--- src/rtl/cp0_exc_ctrl_if.sv ---
// CP0 access bus between the multicycle control FSM and cp0_exc_ctrl.
//   we/addr/wdata     mtc0 write strobe, register number, write data
//   rdata             mfc0 read data (combinational from addr)
//   irq               external interrupt levels
//   exc_req/exc_code  exception entry pulse and its ExcCode
//   exc_pc            PC saved into EPC on a non-nested entry
//   eret              return-from-exception pulse
//   epc/status        current EPC and Status register values
//   int_pending       an unmasked interrupt is ready to be taken
interface cp0_exc_ctrl_if #(
    parameter int unsigned DATA_W  = 32,
    parameter int unsigned NUM_IRQ = 5
);
    logic              we;
    logic [4:0]        addr;
    logic [DATA_W-1:0] wdata;
    logic [DATA_W-1:0] rdata;
    logic [NUM_IRQ-1:0] irq;
    logic              exc_req;
    logic [4:0]        exc_code;
    logic [DATA_W-1:0] exc_pc;
    logic              eret;
    logic [DATA_W-1:0] epc;
    logic [DATA_W-1:0] status;
    logic              int_pending;

    // Control FSM side.
    modport master (
        output we, addr, wdata, irq, exc_req, exc_code, exc_pc, eret,
        input  rdata, epc, status, int_pending
    );

    // CP0 side.
    modport slave (
        input  we, addr, wdata, irq, exc_req, exc_code, exc_pc, eret,
        output rdata, epc, status, int_pending
    );
endinterface

--- src/rtl/cp0_exc_ctrl.sv ---
// MIPS CP0 subset: Count/Compare timer, Status, Cause and EPC, with
// exception entry / ERET sequencing and interrupt masking.
//   clk        clock
//   rst        asynchronous active-high reset
//   bus        cp0_exc_ctrl_if.slave: mtc0/mfc0 access, irq lines,
//              exc_req/eret from the control FSM, epc/status/int_pending out
module cp0_exc_ctrl #(
    parameter int unsigned DATA_W   = 32,
    parameter int unsigned NUM_IRQ  = 5,
    parameter int unsigned TIMER_EN = 1
) (
    input  logic          clk,
    input  logic          rst,
    cp0_exc_ctrl_if.slave bus
);

    localparam logic [4:0] REG_COUNT   = 5'd9;
    localparam logic [4:0] REG_COMPARE = 5'd11;
    localparam logic [4:0] REG_STATUS  = 5'd12;
    localparam logic [4:0] REG_CAUSE   = 5'd13;
    localparam logic [4:0] REG_EPC     = 5'd14;

    logic [DATA_W-1:0]  count;
    logic [DATA_W-1:0]  compare;
    logic [DATA_W-1:0]  epc;
    logic               ie;
    logic               exl;
    logic [7:0]         im;
    logic [4:0]         exc_code;
    logic [1:0]         ip_sw;
    logic [NUM_IRQ-1:0] ip_hw;
    logic               ti;

    logic [7:0]         ip;
    logic [DATA_W-1:0]  status_word;
    logic [DATA_W-1:0]  cause_word;

    logic wr_count;
    logic wr_compare;
    logic wr_status;
    logic wr_cause;
    logic wr_epc;

    // Only the low 16 bits of wdata map to Status/Cause fields.
    logic unused_wdata;
    assign unused_wdata = ^bus.wdata;

    assign wr_count   = bus.we && (bus.addr == REG_COUNT);
    assign wr_compare = bus.we && (bus.addr == REG_COMPARE);
    assign wr_status  = bus.we && (bus.addr == REG_STATUS);
    assign wr_cause   = bus.we && (bus.addr == REG_CAUSE);
    assign wr_epc     = bus.we && (bus.addr == REG_EPC);

    // Count/Compare timer; a Compare write beats a same-cycle match.
    always_ff @(posedge clk or posedge rst) begin
        if (rst) begin
            count   <= '0;
            compare <= '0;
            ti      <= 1'b0;
        end else if (TIMER_EN != 0) begin
            if (wr_count) begin
                count <= bus.wdata;
            end else begin
                count <= count + DATA_W'(1);
            end
            if (wr_compare) begin
                compare <= bus.wdata;
                ti      <= 1'b0;
            end else if (count == compare) begin
                ti <= 1'b1;
            end
        end
    end

    // Status: exception entry owns EXL over both eret and an mtc0 write.
    always_ff @(posedge clk or posedge rst) begin
        if (rst) begin
            ie  <= 1'b0;
            exl <= 1'b0;
            im  <= '0;
        end else begin
            if (wr_status) begin
                ie  <= bus.wdata[0];
                exl <= bus.wdata[1];
                im  <= bus.wdata[15:8];
            end
            if (bus.exc_req) begin
                exl <= 1'b1;
            end else if (bus.eret) begin
                exl <= 1'b0;
            end
        end
    end

    // Cause: software IP bits are writable, hardware IP bits follow irq.
    always_ff @(posedge clk or posedge rst) begin
        if (rst) begin
            exc_code <= '0;
            ip_sw    <= '0;
            ip_hw    <= '0;
        end else begin
            ip_hw <= bus.irq;
            if (wr_cause) begin
                ip_sw <= bus.wdata[9:8];
            end
            if (bus.exc_req) begin
                exc_code <= bus.exc_code;
            end
        end
    end

    // EPC: nested entries (EXL already set) keep the original return PC.
    always_ff @(posedge clk or posedge rst) begin
        if (rst) begin
            epc <= '0;
        end else if (bus.exc_req && !exl) begin
            epc <= bus.exc_pc;
        end else if (wr_epc) begin
            epc <= bus.wdata;
        end
    end

    // Architectural views of Status and Cause.
    always_comb begin
        ip                 = '0;
        ip[1:0]            = ip_sw;
        ip[2 +: NUM_IRQ]   = ip_hw;
        ip[7]              = ti;

        status_word        = '0;
        status_word[0]     = ie;
        status_word[1]     = exl;
        status_word[15:8]  = im;

        cause_word         = '0;
        cause_word[6:2]    = exc_code;
        cause_word[15:8]   = ip;
    end

    // mfc0 read mux, pre-edge register state.
    always_comb begin
        bus.rdata = '0;
        case (bus.addr)
            REG_COUNT:   bus.rdata = count;
            REG_COMPARE: bus.rdata = compare;
            REG_STATUS:  bus.rdata = status_word;
            REG_CAUSE:   bus.rdata = cause_word;
            REG_EPC:     bus.rdata = epc;
            default:     bus.rdata = '0;
        endcase
    end

    assign bus.int_pending = ie & ~exl & (|(ip & im));
    assign bus.epc         = epc;
    assign bus.status      = status_word;

endmodule

--- src/flat_wrapper.sv ---
// flat-port wrapper written by rule: the top's interface ports become plain ports
module cp0_exc_ctrl_flat 
#(
    parameter int unsigned DATA_W   = 32,
    parameter int unsigned NUM_IRQ  = 5,
    parameter int unsigned TIMER_EN = 1
)
  (clk, rst, bus_we, bus_addr, bus_wdata, bus_irq, bus_exc_req, bus_exc_code, bus_exc_pc, bus_eret, bus_rdata, bus_epc, bus_status, bus_int_pending);
  cp0_exc_ctrl_if #(.DATA_W(DATA_W), .NUM_IRQ(NUM_IRQ)) bus_i ();
  input  logic clk;
  input  logic rst;
  input wire logic [$bits(bus_i.we)-1:0] bus_we;
  input wire logic [$bits(bus_i.addr)-1:0] bus_addr;
  input wire logic [$bits(bus_i.wdata)-1:0] bus_wdata;
  input wire logic [$bits(bus_i.irq)-1:0] bus_irq;
  input wire logic [$bits(bus_i.exc_req)-1:0] bus_exc_req;
  input wire logic [$bits(bus_i.exc_code)-1:0] bus_exc_code;
  input wire logic [$bits(bus_i.exc_pc)-1:0] bus_exc_pc;
  input wire logic [$bits(bus_i.eret)-1:0] bus_eret;
  output wire logic [$bits(bus_i.rdata)-1:0] bus_rdata;
  output wire logic [$bits(bus_i.epc)-1:0] bus_epc;
  output wire logic [$bits(bus_i.status)-1:0] bus_status;
  output wire logic [$bits(bus_i.int_pending)-1:0] bus_int_pending;
  assign bus_i.we = bus_we;
  assign bus_i.addr = bus_addr;
  assign bus_i.wdata = bus_wdata;
  assign bus_i.irq = bus_irq;
  assign bus_i.exc_req = bus_exc_req;
  assign bus_i.exc_code = bus_exc_code;
  assign bus_i.exc_pc = bus_exc_pc;
  assign bus_i.eret = bus_eret;
  assign bus_rdata = bus_i.rdata;
  assign bus_epc = bus_i.epc;
  assign bus_status = bus_i.status;
  assign bus_int_pending = bus_i.int_pending;
  cp0_exc_ctrl #(.DATA_W(DATA_W), .NUM_IRQ(NUM_IRQ), .TIMER_EN(TIMER_EN)) u_core (.clk(clk), .rst(rst), .bus(bus_i));
endmodule
--- config.mk ---
export PLATFORM = sky130hd
export DESIGN_NAME = cp0_exc_ctrl_flat
export DESIGN_NICKNAME = d
export VERILOG_FILES = /design/src/rtl/cp0_exc_ctrl_if.sv /design/src/rtl/cp0_exc_ctrl.sv /design/src/flat_wrapper.sv
export SDC_FILE = /design/constraint.sdc
export NUM_CORES = 1
export LEC_CHECK = 0
export ABC_CLOCK_PERIOD_IN_PS = 5100
export CELL_PAD_IN_SITES_DETAIL_PLACEMENT = 0
export CELL_PAD_IN_SITES_GLOBAL_PLACEMENT = 2
export CORE_MARGIN = 3
export CORE_UTILIZATION = 30
export CTS_BUF_LIST = sky130_fd_sc_hd__clkbuf_2 sky130_fd_sc_hd__clkbuf_4 sky130_fd_sc_hd__clkbuf_8
export CTS_CLUSTER_SIZE = 40
export DETAILED_ROUTE_END_ITERATION = 7
export GPL_TIMING_DRIVEN = 0
export PLACE_DENSITY = 0.86
export SETUP_SLACK_MARGIN = 0.3
export SLEW_MARGIN = 0
export SYNTH_ARGS = -nofsm -noshare
export SYNTH_HDL_FRONTEND = slang
export SYNTH_SLANG_ARGS = --single-unit
--- constraint.sdc ---
create_clock -name clk -period 5.1 [get_ports clk]
set_input_delay 0.765 -clock clk [delete_from_list [all_inputs] [get_ports clk]]
set_output_delay 0.765 -clock clk [all_outputs]
set_load 0.05 [all_outputs]
==> results.json, run 1 <==
{
  "cap_violations": 0,
  "gp_congestion": 0.8502,
  "core_um2": 20620,
  "finalNetCount": 906,
  "grt_pass1_wl_um": 33840,
  "total_leakage_power_nw": 3.713,
  "wl_um": 21750,
  "drc": 0,
  "drtIter0Drc": 391,
  "synth_simple_gate_area_share_pct": 12.11,
  "rows": 52,
  "wl_per_cell_um": 19.70,
  "synth_warnings": 0,
  "final_cells": 1104,
  "synth_top_family_by_area": "multiplexers",
  "dpl_cell_area_um2": 8429,
  "slew_headroom_pct": 51.14,
  "cts_tree": "done",
  "insertion_delay_ns": 0.44,
  "setup.worst_path.class": "input pin to output pin",
  "die_height_um": 152.3,
  "layout-drive-gt1-share_pct": 14.39,
  "utilization_pct": 42.77,
  "dieArea_um2": 23190,
  "synth-xor-area-share_pct": 8.324,
  "synth_area_um2": 6419,
  "finalHoldViolations": 0,
  "overflow": 0,
  "postCtsSetupRepairBufs": 0,
  "initial_utilization_pct": 31.12,
  "synth_area_per_cell_um2": 10.29,
  "final_common_cell": "clkdlybuf4s50_1",
  "synthCells": 624,
  "ys_types": 40,
  "cts_buffers": 17,
  "cp_data_arrival_time_ns": 3.82,
  "skew_ns": 0.008556,
  "area_growth_pct": 37.43,
  "start_kind": "input pin",
  "setup_slack_ns": 0.5146,
  "synth.area.mux_share_pct": 13.92,
  "mostFrequentLayoutCells": "156 x clkdlybuf4s50_1, 119 x dfrtp_1, 61 x nand2_1",
  "synth_compound_area_share_pct": 12.40,
  "worst-path-max-fanout": 10,
  "clock-sinks": 119,
  "htree_num_levels": 4,
  "num_vias": 5449,
  "grt_pass1_vias": 5770,
  "clock_tree.buffer_depth": 2,
  "antennaDiodeCount": 0,
  "vias_per_cell": 4.936,
  "finalMaxSlewViolations": 0,
  "synthAdderAreaFrac_pct": 0.1949,
  "worst_slew_pin_slew_ns": 0.7329,
  "final_area_um2": 8821,
  "post_cts_resized": 0,
  "hp-class": "register to register",
  "die_w_um": 152.3,
  "root_buffer": "clkbuf_8",
  "fmax_ghz": 0.2181,
  "path_clk_slew_ns": 0.07,
  "crit_path_end_kind": "output pin",
  "dp_cells": 1072,
  "required_ns": 4.34,
  "drt_pass1_iterations": 7,
  "pin_count": 181,
  "ys_ff_latch": 119,
  "vdd_drop_max_mv": 0.1176,
  "fillers": 2044,
  "track_usage_pct": 18.77,
  "hpwl_um": 16370,
  "setup_viol": 0,
  "ant_nets": 0,
  "place_ws_ns": 0.4899,
  "synth_seq_area_share_pct": 46.39,
  "antenna_found_initial": 0,
  "multi_input_area_um2": 3095,
  "io_buffers": 156,
  "fin_crit_sh_pct": 89.91,
  "rsz0062_at_grt": "false",
  "grt_max_degree": 75,
  "holdWs_ns": 0.5135,
  "register_area_um2": 2978,
  "powerDensity_nw_per_um2": 393.3,
  "holdBufCountCts": 0,
  "fin_crit_ns": 4.585,
  "status": "finished, final reports clean"
}
==> synthesized netlist by cell type <==
library cell  instances  area, um2
and2_1                5      31.28
nand2_4               1      11.26
nor2b_1               3      18.77
nand4b_1              1      8.760
xor2_1               21      183.9
dfrtp_1             119       2978
nor4_2                1      12.51
nand3_1              14      70.07
nand2_1              61      229.0
a22o_1                1      8.760
nand4_1              17      106.4
o21ai_0              33      165.2
nor4_1                4      25.02
nand4_4               1      21.27
inv_1                21      78.83
a222oi_1             25      250.2
mux2_2               43      484.2
nor4bb_1              1      10.01
ha_1                  1      12.51
conb_1                1      3.750
nor2_1               36      135.1
clkbuf_1             28      105.1
a31oi_1               1      6.260
nor4b_2               2      30.03
a21oi_1              32      160.2
nor4_4                1      21.27
buf_4                24      180.2
a22oi_1              24      180.2
a311oi_1              1      8.760
and4_2                1      10.01
mux2i_1              33      330.3
and3_1                1      6.260
and4_1                1      8.760
buf_2                12      60.06
mux2_1                7      78.83
or3_1                 1      6.260
o21bai_1              1      7.510
xnor2_1              40      350.3
a221oi_1              1      8.760
nor3_1                3      15.01
==> path summary, 6_finish.rpt <==
kind	from	to	slack, ns	cells after the start
max	bus_addr[2]	bus_rdata[21]	0.51	7
min	u_core.bus.epc[7]	u_core.bus.epc[7]	0.51	2
max reg2reg	u_core.exl	u_core.bus.epc[10]	2.75	5
min reg2reg	u_core.bus.epc[7]	u_core.bus.epc[7]	0.51	2
max in group asynchronous	rst	u_core.compare[2]	3.63	3
min in group asynchronous	rst	u_core.bus.epc[12]	0.71	2
==> per-stage QoR <==
stage | power, W | setup TNS [ns]
after floorplan | 0.002180 | 0
after global placement | 0.002614 | -97.89
after detailed placement | 0.002631 | 0
after CTS | 0.003502 | 0
after global routing | 0.003655 | 0
final | 0.003470 | 0
==> flip-flops by register name, summed over array words and instances (netlist names) <==
signal and count:
u_core.ip_sw 2, u_core.exc_code 5, u_core.bus.epc 32, u_core.ti 1, u_core.im 8, u_core.compare 32
u_core.exl 1, u_core.ie 1, u_core.count 32, u_core.ip_hw 5
==> final cells by class <==
type                            count  area share [%]
Timing Repair Buffer              157           18.01
Inverter                           21          0.9504
Clock inverter                      9           1.135
Clock buffer                       23           3.305
Sequential cell                   119           33.76
Tap cell                          270           3.830
Multi-Input combinational cell    441           35.09
Buffer                             64           3.915
==> logic make-up after synthesis <==
group / after synthesis
muxes: 83
DFF: 119
and+or+nand+nor: 155
xor gates and xnor gates: 61
AOI/OAI and AO/OA: 119
other: 1
adders and majority gates: 1
buffers and inverters: 85
==> critical path, cell delays in order <==
cell and delay, ns:
clkdlybuf4s50_1 0.48, nand2_1 0.11, nor4b_2 0.65, clkbuf_1 0.61, a222oi_1 0.29, inv_1 0.11, clkdlybuf4s50_1 0.80
==> layer usage <==
metal  up-vias  global-route usage (%)  wire [um]
li1       2591                       -          -
met1      2663                   24.67       9563
met2       174                   31.29      10580
met3        21                   4.147       1219
met4         0                   5.265        384
met5         -                       0          0
==> where the power goes <==
part | switching, W | leakage (nW) | internal, W
sequential | 0.000255 | 1.43 | 0.00115
combinational | 0.000709 | 2.08 | 0.000497
clock | 0.000380 | 0.203 | 0.000477
(Power assumes the default switching activity.)
==> run 2: changes to the inputs <==
--- a/config.mk
+++ b/config.mk
@@ -14,7 +14,7 @@
 export CTS_CLUSTER_SIZE = 40
 export DETAILED_ROUTE_END_ITERATION = 7
 export GPL_TIMING_DRIVEN = 0
-export PLACE_DENSITY = 0.86
+export PLACE_DENSITY_LB_ADDON = 0.25
 export SETUP_SLACK_MARGIN = 0.3
 export SLEW_MARGIN = 0
 export SYNTH_ARGS = -nofsm -noshare
==> run 2 against run 1 <==
Against the previous run:
- utilization up 0.51 points
- largest cell class unchanged
- largest power group unchanged
- first-iteration DRC count increased by 12%
- die area unchanged
- via count up 3.2%
- critical endpoint is now bus_rdata[17]
==> results.json, run 2 (same netlist as run 1, synthesis figures left out) <==
{
  "pin_count": 181,
  "total_leakage_power_nw": 3.750,
  "skew_ns": 0.01079,
  "wl_um": 22190,
  "finalMaxSlewViolations": 0,
  "top_regs": "u_core.bus.epc: 32 flops, u_core.compare: 32 flops, u_core.count: 32 flops",
  "core_um2": 20620,
  "hpwl_um": 16560,
  "hp-class": "register to register",
  "antennaDiodeCount": 0,
  "r2r_slack_ns": 2.80,
  "dp_cells": 1072,
  "rsz0062_at_grt": "false",
  "holdBufCountCts": 0,
  "r2r-start": "u_core.exl",
  "grt_use_met1_pct": 26.12,
  "start_kind": "input pin",
  "place_ws_ns": 0.4660,
  "overflow": 0,
  "cp_data_arrival_time_ns": 3.84,
  "finalHoldViolations": 0,
  "fillers": 2022,
  "post_cts_resized": 0,
  "drt_pass1_iterations": 7,
  "p_total_w": 0.003689,
  "postCtsSetupRepairBufs": 0,
  "use_met2_pct": 30.00,
  "fin_crit_sh_pct": 90.35,
  "clock-sinks": 119,
  "slew_headroom_pct": 49.73,
  "cap_violations": 0,
  "status": "finished, final reports clean",
  "insertion_delay_ns": 0.44,
  "powerDensity_nw_per_um2": 413.3,
  "fmax_ghz": 0.2170,
  "setup_slack_ns": 0.4921,
  "antenna_found_initial": 0,
  "root_buffer": "clkbuf_8",
  "grt_pass1_wl_um": 34380,
  "register_area_um2": 2978,
  "drtIter0Drc": 437,
  "track_usage_pct": 18.87,
  "startpoint": "bus_addr[2]",
  "htree_num_levels": 4,
  "grt_max_degree": 82,
  "drc": 0,
  "layout-drive-gt1-share_pct": 14.39,
  "holdWs_ns": 0.5191,
  "final_area_um2": 8926,
  "fin_crit_ns": 4.608,
  "busiest_layer": "met2",
  "path_clk_slew_ns": 0.07,
  "area_growth_pct": 39.06,
  "worstHoldPathCells": 2,
  "wl_per_cell_um": 20.10,
  "mostFrequentLayoutCells": "156 x clkdlybuf4s50_1, 119 x dfrtp_1, 61 x nand2_1",
  "multi_input_area_um2": 3095,
  "final_cells": 1104,
  "die_w_um": 152.3,
  "gp_congestion": 0.8321,
  "setup.worst_path.class": "input pin to output pin",
  "num_vias": 5624,
  "ant_nets": 0,
  "rows": 52,
  "r2r_cells": 5,
  "worst-path-max-fanout": 10,
  "cts_tree": "done",
  "initial_utilization_pct": 31.12,
  "dieArea_um2": 23190,
  "required_ns": 4.34,
  "vdd_drop_max_mv": 0.1531,
  "worst_slew_pin_slew_ns": 0.7541,
  "final_common_cell": "clkdlybuf4s50_1",
  "setup.worst_path.end": "bus_rdata[17]",
  "io_buffers": 156,
  "vias_per_cell": 5.094,
  "cts_buffers": 17,
  "gr-usage-met3_pct": 3.550,
  "finalNetCount": 906,
  "crit_path_end_kind": "output pin",
  "dpl_cell_area_um2": 8429,
  "setup_viol": 0,
  "die_height_um": 152.3,
  "grt_pass1_vias": 5737,
  "rr_endpoint": "u_core.bus.epc[10]",
  "clock_tree.buffer_depth": 2
}
## run 2: report_power, final
group / leakage [nW] / internal (W) / switching, W
combinational: 2.08 / 0.000498 / 0.000715
sequential: 1.43 / 0.00115 / 0.000259
clock: 0.241 / 0.000669 / 0.000398
total: 3.75 / 0.00232 / 0.00137
## run 2: worst max-delay path, cell delays in order
cell and delay [ns]:
clkdlybuf4s50_1 0.48, nand2_1 0.11, nor4b_2 0.64, clkbuf_1 0.64
a222oi_1 0.29, inv_1 0.11, clkdlybuf4s50_1 0.80
## run 2: stage by stage
| stage | TNS [ns] | utilization [%] |
|---|---|---|
| after floorplan | 0 | - |
| after global placement | -91.70 | 40.71 |
| after detailed placement | 0 | 40.87 |
| after CTS | 0 | 43.28 |
| after global routing | 0 | 43.28 |
| final | 0 | 43.28 |
## run 2: area by class of cell
class                      instances  share of cell area [%]
inverter                          21                  0.9392
multi-input combinational        441                   34.68
buffer                            64                   3.869
clock buffer                      20                   3.084
timing repair buffer             157                   17.80
tap                              270                   3.785
clock inverter                    12                   2.481
sequential                       119                   33.36
## run 2: routing by layer
metal,wire length [um],part of all wire (%)
met1,10030,45
met5,0,0
met3,1231,5.5
met2,10590,48
met4,342,1.5
## run 2: worst min path at each step
stage | startpoint | end
floorplan | u_core.exc_code[0] | u_core.exc_code[0]
global placement | u_core.bus.epc[11] | u_core.bus.epc[11]
detailed placement | u_core.bus.epc[8] | u_core.bus.epc[8]
CTS | u_core.bus.epc[11] | u_core.bus.epc[11]
global route | u_core.exc_code[0] | u_core.exc_code[0]
finish | u_core.bus.epc[23] | u_core.bus.epc[23]
